File: config.mk
export PLATFORM = sky130hd
export DESIGN_NAME = matrix_mac_datapath_flat
export DESIGN_NICKNAME = d
export VERILOG_FILES = /design/src/rtl/matrix_mac_datapath_if.sv /design/src/rtl/matrix_mac_datapath.sv /design/src/flat_wrapper.sv
export SDC_FILE = /design/constraint.sdc
export NUM_CORES = 1
export LEC_CHECK = 0
export CAP_MARGIN = 20
export CELL_PAD_IN_SITES_DETAIL_PLACEMENT = 2
export CELL_PAD_IN_SITES_GLOBAL_PLACEMENT = 2
export CORE_AREA = 4 4 214 216
export CTS_CLUSTER_DIAMETER = 120
export CTS_CLUSTER_SIZE = 8
export DETAILED_ROUTE_END_ITERATION = 12
export DIE_AREA = 0 0 218 220
export GPL_ROUTABILITY_DRIVEN = 0
export PLACE_DENSITY = 0.82
export SYNTH_ARGS = -nofsm -noshare
export SYNTH_HDL_FRONTEND = slang
export SYNTH_SLANG_ARGS = --single-unit
File: constraint.sdc
create_clock -name clock -period 22.5 [get_ports clock]
set_clock_uncertainty 0.15 [all_clocks]
set_input_delay 2.25 -clock clock [delete_from_list [all_inputs] [get_ports clock]]
set_output_delay 2.25 -clock clock [all_outputs]
set_load 0.01 [all_outputs]
File: src/rtl/matrix_mac_datapath_if.sv
`default_nettype none
// ============================================================================
// Module   : matrix_mac_datapath_if
// Purpose  : Bundles the control-FSM strobes, A/B operands, entry_count
//            feedback and the C result valid/ready handshake of the 2x2
//            matrix-multiply datapath.
// Ports    : master - control/producer side (drives strobes, operands,
//                     c_ready; observes entry_count, c_flat, c_valid, overrun)
//            slave  - datapath side (the opposite directions)
// Revision : 1.0 - initial release
// ============================================================================
interface matrix_mac_datapath_if #(
  parameter int DATA_W = 8
);
  localparam int SUM_W = 2 * DATA_W + 1;

  logic                  multiply_matrix;
  logic                  load_matrix;
  logic                  add;
  logic                  done;
  logic [4*DATA_W-1:0]   a_flat;
  logic [4*DATA_W-1:0]   b_flat;
  logic [3:0]            entry_count;
  logic [4*SUM_W-1:0]    c_flat;
  logic                  c_valid;
  logic                  c_ready;
  logic                  overrun;

  modport master (
    output multiply_matrix, load_matrix, add, done, a_flat, b_flat, c_ready,
    input  entry_count, c_flat, c_valid, overrun
  );

  modport slave (
    input  multiply_matrix, load_matrix, add, done, a_flat, b_flat, c_ready,
    output entry_count, c_flat, c_valid, overrun
  );
endinterface
`default_nettype wire

File: src/rtl/matrix_mac_datapath.sv
`default_nettype none
// ============================================================================
// Module   : matrix_mac_datapath
// Purpose  : 2x2 x 2x2 unsigned matrix-multiply datapath under control of an
//            external FSM. One scalar product per Multiply cycle (8 total),
//            pairwise sums on add, result registered on done and offered
//            downstream on a valid/ready handshake.
// Ports    : clock  - rising-edge clock
//            reset  - asynchronous, active-high, clears every register
//            bus    - matrix_mac_datapath_if.slave (strobes, a_flat/b_flat,
//                     entry_count, c_flat/c_valid/c_ready, overrun)
// Revision : 1.0 - initial release
// ============================================================================
module matrix_mac_datapath #(
  parameter int DATA_W = 8
) (
  input  wire logic              clock,
  input  wire logic              reset,
  matrix_mac_datapath_if.slave   bus
);
  localparam int PROD_W = 2 * DATA_W;
  localparam int SUM_W  = 2 * DATA_W + 1;

  logic                 w_step;
  logic [2:0]           r_k;
  logic [4*DATA_W-1:0]  r_a_flat;
  logic [4*DATA_W-1:0]  r_b_flat;
  logic [PROD_W-1:0]    r_p [8];
  logic [SUM_W-1:0]     r_s [4];
  logic [SUM_W-1:0]     w_sum [4];
  logic [4*SUM_W-1:0]   w_s_flat;
  logic [4*SUM_W-1:0]   r_c_flat;
  logic                 r_c_valid;
  logic                 r_overrun;

  logic [4*DATA_W-1:0]  w_a_src;
  logic [4*DATA_W-1:0]  w_b_src;
  logic [DATA_W-1:0]    w_a_el;
  logic [DATA_W-1:0]    w_b_el;
  logic [PROD_W-1:0]    w_prod;

  assign w_step = bus.multiply_matrix & bus.load_matrix;

  // Product k computes A[i][m]*B[m][j] with i=k[2], j=k[1], m=k[0].
  // On k==0 the operands are not yet latched, so the live inputs are used.
  always_comb begin
    w_a_src = (r_k == 3'd0) ? bus.a_flat : r_a_flat;
    w_b_src = (r_k == 3'd0) ? bus.b_flat : r_b_flat;
    w_a_el  = w_a_src[DATA_W*int'({r_k[2], r_k[0]}) +: DATA_W];
    w_b_el  = w_b_src[DATA_W*int'({r_k[0], r_k[1]}) +: DATA_W];
    w_prod  = PROD_W'(w_a_el) * PROD_W'(w_b_el);
  end

  // Counter, operand capture and product registers. The 3-bit counter wraps
  // from 7 to 0 naturally while step is held.
  always_ff @(posedge clock or posedge reset) begin
    if (reset) begin
      r_k      <= 3'd0;
      r_a_flat <= '0;
      r_b_flat <= '0;
      for (int n = 0; n < 8; n++) r_p[n] <= '0;
    end else begin
      if (w_step) begin
        r_k      <= r_k + 3'd1;
        r_p[r_k] <= w_prod;
        if (r_k == 3'd0) begin
          r_a_flat <= bus.a_flat;
          r_b_flat <= bus.b_flat;
        end
      end else begin
        r_k <= 3'd0;
      end
    end
  end

  generate
    for (genvar n = 0; n < 4; n++) begin : g_sum
      assign w_sum[n] = SUM_W'(r_p[2*n]) + SUM_W'(r_p[2*n+1]);
      assign w_s_flat[SUM_W*n +: SUM_W] = r_s[n];
    end
  endgenerate

  always_ff @(posedge clock or posedge reset) begin
    if (reset) begin
      for (int n = 0; n < 4; n++) r_s[n] <= '0;
    end else if (bus.add) begin
      for (int n = 0; n < 4; n++) r_s[n] <= w_sum[n];
    end
  end

  // Result register and handshake. A done while a result is still pending
  // and not being accepted this cycle overwrites it and flags overrun.
  always_ff @(posedge clock or posedge reset) begin
    if (reset) begin
      r_c_flat  <= '0;
      r_c_valid <= 1'b0;
      r_overrun <= 1'b0;
    end else if (bus.done) begin
      r_c_flat  <= w_s_flat;
      r_c_valid <= 1'b1;
      if (r_c_valid && !bus.c_ready) r_overrun <= 1'b1;
    end else if (r_c_valid && bus.c_ready) begin
      r_c_valid <= 1'b0;
    end
  end

  assign bus.entry_count = {1'b0, r_k};
  assign bus.c_flat      = r_c_flat;
  assign bus.c_valid     = r_c_valid;
  assign bus.overrun     = r_overrun;

endmodule
`default_nettype wire

File: src/flat_wrapper.sv
// flat-port wrapper written by rule: the top's interface ports become plain ports
module matrix_mac_datapath_flat 
#(
  parameter int DATA_W = 8
)
  (clock, reset, bus_multiply_matrix, bus_load_matrix, bus_add, bus_done, bus_a_flat, bus_b_flat, bus_c_ready, bus_entry_count, bus_c_flat, bus_c_valid, bus_overrun);
  matrix_mac_datapath_if #(.DATA_W(DATA_W)) bus_i ();
  input  wire logic clock;
  input  wire logic reset;
  input wire logic [$bits(bus_i.multiply_matrix)-1:0] bus_multiply_matrix;
  input wire logic [$bits(bus_i.load_matrix)-1:0] bus_load_matrix;
  input wire logic [$bits(bus_i.add)-1:0] bus_add;
  input wire logic [$bits(bus_i.done)-1:0] bus_done;
  input wire logic [$bits(bus_i.a_flat)-1:0] bus_a_flat;
  input wire logic [$bits(bus_i.b_flat)-1:0] bus_b_flat;
  input wire logic [$bits(bus_i.c_ready)-1:0] bus_c_ready;
  output wire logic [$bits(bus_i.entry_count)-1:0] bus_entry_count;
  output wire logic [$bits(bus_i.c_flat)-1:0] bus_c_flat;
  output wire logic [$bits(bus_i.c_valid)-1:0] bus_c_valid;
  output wire logic [$bits(bus_i.overrun)-1:0] bus_overrun;
  assign bus_i.multiply_matrix = bus_multiply_matrix;
  assign bus_i.load_matrix = bus_load_matrix;
  assign bus_i.add = bus_add;
  assign bus_i.done = bus_done;
  assign bus_i.a_flat = bus_a_flat;
  assign bus_i.b_flat = bus_b_flat;
  assign bus_i.c_ready = bus_c_ready;
  assign bus_entry_count = bus_i.entry_count;
  assign bus_c_flat = bus_i.c_flat;
  assign bus_c_valid = bus_i.c_valid;
  assign bus_overrun = bus_i.overrun;
  matrix_mac_datapath #(.DATA_W(DATA_W)) u_core (.clock(clock), .reset(reset), .bus(bus_i));
endmodule
## Word-level counts from Yosys, hierarchy flattened

Cells that the tools add are included.

- Register bits: 333
- Latch bits: 0
- Memory bits (writable): 0
- ROM bits: 0
- Bits of input ports: 71
- Output and inout bits: 74
- Logic and storage cells: 45
- Memories: 0

- Add/sub/neg operators: 5
- Multiply operators: 1
- Div/mod/pow operators: 0
- Order comparisons: 2
- Equal/unequal tests: 0
- Shifts and indexed selects: 2
- Multiplexer cells: 8
- Bitwise gates (word level): 2
- Reductions and logical operators: 7

Operator list:

| kind | number |
|---|---|
| $bwmux W128 | 1 |
| $add A16 B16 Y17 | 4 |
| $mux W32 | 2 |
| $shiftx A32 B6 Y8 | 2 |
| $demux W16 S3 | 1 |
| $mul A8 B8 Y16 | 1 |
| $mux W16 | 1 |
| $ge A4 B4 Y1 const B | 1 |
| $lt A4 B1 Y1 const B | 1 |
| $not A3 Y4 | 1 |
| $add A3 B1 Y3 const B | 1 |
| $logic_and A1 B1 Y1 | 3 |
| $logic_not A3 Y1 | 1 |
| $mux W3 | 1 |
| $mux W1 | 2 |
| $reduce_and A2 Y1 | 1 |
| $reduce_bool A2 Y1 | 1 |
| $and A1 B1 Y1 | 1 |
| $logic_not A1 Y1 | 1 |

## Longest topological paths before layout

- Word-level depth: 6
- Gate-level depth with buffers: 27
- Depth with buffers taken out: 23

## Worst setup path after synthesis

OpenSTA, ideal clock, no wires.

- Kind: in2reg
- Start point: in bus_b_flat[2]
- End point: reg u_core.r_p[127] (netlist name)
- Setup time: 0.125 ns
- Data arrival time: 6.979 ns
- Path slack: 15.247 ns
- Stages on the path: 18
- Buffers on the path: 0
- Path through: mux4_2 > mux2i_1 > nor2_1 > fa_1 > inv_1 > fa_1 > inv_1 > fa_1 > inv_1 > fa_1 > inv_1 > ha_1 > o21a_1 > o31a_1 > o41a_1 > a221oi_4 > nand2_1 > mux2_2

- Cells in the longest elaborated chain, start to end: 4

Ends and longest elaborated chain:

| what | RTL line | text |
|---|---|---|
| start: declaration | flat_wrapper.sv:15 | `input wire logic [$bits(bus_i.b_flat)-1:0] bus_b_flat;` |
| $mux W32 | matrix_mac_datapath.sv:48 | `w_b_src = (r_k == 3'd0) ? bus.b_flat : r_b_flat;` |
| $shiftx A32 B6 Y8 | matrix_mac_datapath.sv:50 | `w_b_el = w_b_src[DATA_W*int'({r_k[0], r_k[1]}) +: DATA_W];` |
| $mul A8 B8 Y16 | matrix_mac_datapath.sv:51 | `w_prod = PROD_W'(w_a_el) * PROD_W'(w_b_el);` |
| $bwmux W128 | matrix_mac_datapath.sv:65 | `r_p[r_k] <= w_prod;` |
| end signal: indexed assignment | matrix_mac_datapath.sv:65 |  |
| end: declaration | matrix_mac_datapath.sv:28 | `logic [PROD_W-1:0] r_p [8];` |

Every way passes these cells.
A chain may end at the register's enable or synchronous reset.

## Final worst setup path

- Start point: in bus_b_flat[2]
- End point: reg u_core.r_p[74] (netlist name)

Same word-level chain as after synthesis.

==> qor.yml <==
setup_path:
  reg2reg_depth: 23
  path_max_fanout: 8
  arrival_ps: 8400
  cp_data_required_time_ps: 22760
  critPathKind: "input pin to flop"
  worst_setup_path_start_kind: "input pin"
  crit_path_end_kind: "flop"
pwr:
  p_int_w: 0.001635
  ir_drop_mv: 0.07152
  p_leak_nw: 10.06
  switching_share: 0.4223
  pwr-share-clk: 0.223
  powerDensity_nw_per_um2: 131.4
  switchingPower_w: 0.001195
  power_frac_comb: 0.481
  power_frac_seq: 0.296
clock_network:
  htreeDepth: 2
  cts.path.max_buffers: 3
  cts_tree: "built"
  cts_resized: 0
  clk_latency_ps: 580
  numCtsBuffers: 47
  cts.clk_slew.worst_paths_ps: 50
  clock_sinks: 333
  clock-root-buffer: "clkbuf_16"
  hold_buffers: 0
  post_cts_buffers: 0
yosys:
  ys_seq_elements: 333
  yosysMostFrequentCell: "dfrtp_1"
  synth-async-reset-ratio: 1.000
  synth.top_cell.area_share: 0.4563
  synthDistinctLibCells: 66
  ys_seq_area_frac: 0.4563
  yosys_most_used_dff: "dfrtp_1"
  avgSynthCellArea_sq_um: 10.66
  synth_enable_flop_cells: 0
  syn_nets: 1926
  ys_warn_count: 0
  synthTopCellsByCount: "dfrtp_1 (333), nand2_1 (244), mux2_2 (181)"
  ys_top_cells_by_area: "dfrtp_1 (46%), mux2_2 (11%), ha_1 (7.0%), nand2_1 (5.0%), fa_1 (4.4%)"
  synth_area_leader_cell: "dfrtp_1"
  postSynthCellCount: 1713
  syn_area_sq_um: 18260
final_layout:
  drive_gt1_frac: 0.1625
  utilization: 0.4904
  syn_to_final_growth_pct: 17.99
  nets: 2070
routing:
  drt-vias-per-instance: 5.549
  drt_pass1_iterations: 4
  drc_errors: 0
  drtIter0Drc: 490
  ant_nets: 0
  post_drt_wl_per_cell_microns: 23.02
  wl_mm: 56.43
  vias: 13610
timing:
  rsz0062_at_grt: "no"
  relSlewSlack: 0.1871
  worst_pin_slew_ps: 1215
  period_share: 0.3618
  tns_ps: 0
  post-route-min-period_ps: 8141
  drv_slew: 0
  fmax_mhz: 122.8
  hold_viol: 0
  setup_viol: 0
place:
  portBuffers: 143
  hpwl_mm: 39.96
worst_hold_path:
  whs_path_depth: 1
  hp-class: "flop to flop"
global_routing:
  grt_max_degree: 126
  grt_pass1_wl_mm: 90.49
  grt_overflow: 0
  antenna_found_initial: 1
  first_global_vias: 15770
  globalRouteTotalUtil: 0.2386
floorplan:
  die_height_microns: 220
  die_w_microns: 218
  io_pins: 145
  core-area_sq_um: 43930
  num_rows: 77
  design.die.area_sq_um: 47960
  start_util: 0.4157
run:
  max-cap-violations: 0
run_status:
  status: "finished, final reports clean"
## metal layers
metal	share of wire	vias to the layer above	track usage
met1	0.42	7093	0.2881
met3	0.034	82	0.04095
met5	0	-	0
met2	0.52	224	0.4392
met4	0.027	0	0.06552
li1	-	6206	-
## logic make-up after synthesis
group                    count (synthesis)  share of synthesized area
flip-flops                             333                     0.4563
AO/OA/AOI/OAI                          342                     0.1145
adder cells (fa/ha/maj)                142                     0.1137
AND/OR/NAND/NOR                        475                     0.1090
multiplexers                           224                     0.1500
XOR/XNOR                                50                    0.02439
other                                    1                  0.0002054
buffers and inverters                  146                    0.03186
## critical path: stages
cell and delay, ps:
clkdlybuf4s50_1 440, mux4_2 480, mux2i_1 750, nor2_1 140, fa_1 520, inv_1 50
fa_1 480, inv_1 60, fa_1 530, inv_1 50, fa_1 540, inv_1 50
ha_1 340, nand4b_1 150, and3_1 220, o21ai_0 120, xnor2_1 810, buf_4 300
o21ai_0 100
## path summary, 6_finish.rpt
check	to	slack, ps	from
hold / removal	u_core.bus.overrun	330	u_core.bus.overrun
max in group asynchronous	u_core.r_s[21]	18530	reset
setup / recovery	u_core.r_p[74]	14360	bus_b_flat[2]
setup reg to reg	u_core.r_p[74]	14520	u_core.r_k[0]
hold reg to reg	u_core.bus.overrun	330	u_core.bus.overrun
min in group asynchronous	u_core.r_b_flat[14]	2090	reset
## flip-flops by register name, summed over array words and instances, names as in the netlist
| register | cells |
|---|---|
| u_core.bus.c_flat | 68 |
| u_core.r_a_flat | 32 |
| u_core.r_b_flat | 32 |
| u_core.bus.c_valid | 1 |
| u_core.r_s | 68 |
| u_core.bus.overrun | 1 |
| u_core.r_k | 3 |
| u_core.r_p | 128 |
## power groups by stage
stage,Sequential [W],Combinational [W],Clock (W)
after floorplan,0.000826,0.000777,0
after global placement,0.000831,0.00127,0
after detailed placement,0.000846,0.00135,0
after CTS,0.000840,0.00137,0.000651
after global routing,0.000854,0.00149,0.000680
final,0.000838,0.00136,0.000630
## layout by cell type (no fill, tap or decap), types with 5 or more instances in the layout
cell type / count
a211oi_1: 14
a21o_1: 24
a21oi_1: 79
a31oi_1: 24
and2_1: 5
and3_1: 11
buf_4: 21
clkbuf_16: 48
clkdlybuf4s50_1: 141
dfrtp_1: 333
fa_1: 40
ha_1: 102
inv_1: 74
mux2_2: 181
mux2i_1: 20
mux2i_4: 5
mux4_2: 16
nand2_1: 244
nand3_1: 17
nor2_1: 143
nor2b_1: 11
nor3_1: 13
o211ai_1: 8
o21a_1: 20
o21ai_0: 125
o21bai_1: 10
o31a_1: 5
or2_2: 10
xnor2_1: 30
xor2_1: 19
## metrics by stage
| stage | cell area (sq um) | instances | setup WS (ps) | power [W] | hold WS (ps) |
|---|---|---|---|---|---|
| 4_1_cts | 21540 | 2451 | 14340 | 0.002863 | 325.7 |
| 3_5_place_dp | 20310 | 2400 | 13720 | 0.002195 | 314.5 |
| 5_1_grt | 21540 | 2451 | 14080 | 0.003021 | 353.1 |
| 3_3_place_gp | 20300 | 2399 | 13960 | 0.002100 | 299.2 |
| 2_1_floorplan | 18260 | 1713 | 10880 | 0.001603 | 296.2 |
| 6_report | 21550 | 2452 | 14360 | 0.002831 | 326.6 |
## layout make-up
cell class                 count  area [sq um]
inverter                      77         296.5
fill                        4509         22390
antenna                        1         2.502
multi-input combinational   1234          9363
sequential                   333          8333
tap                          592         740.7
timing repair buffer         164          1579
clock inverter                 3         30.03
clock buffer                  48          1201
Note: power is estimated with default switching activity, not from simulation.
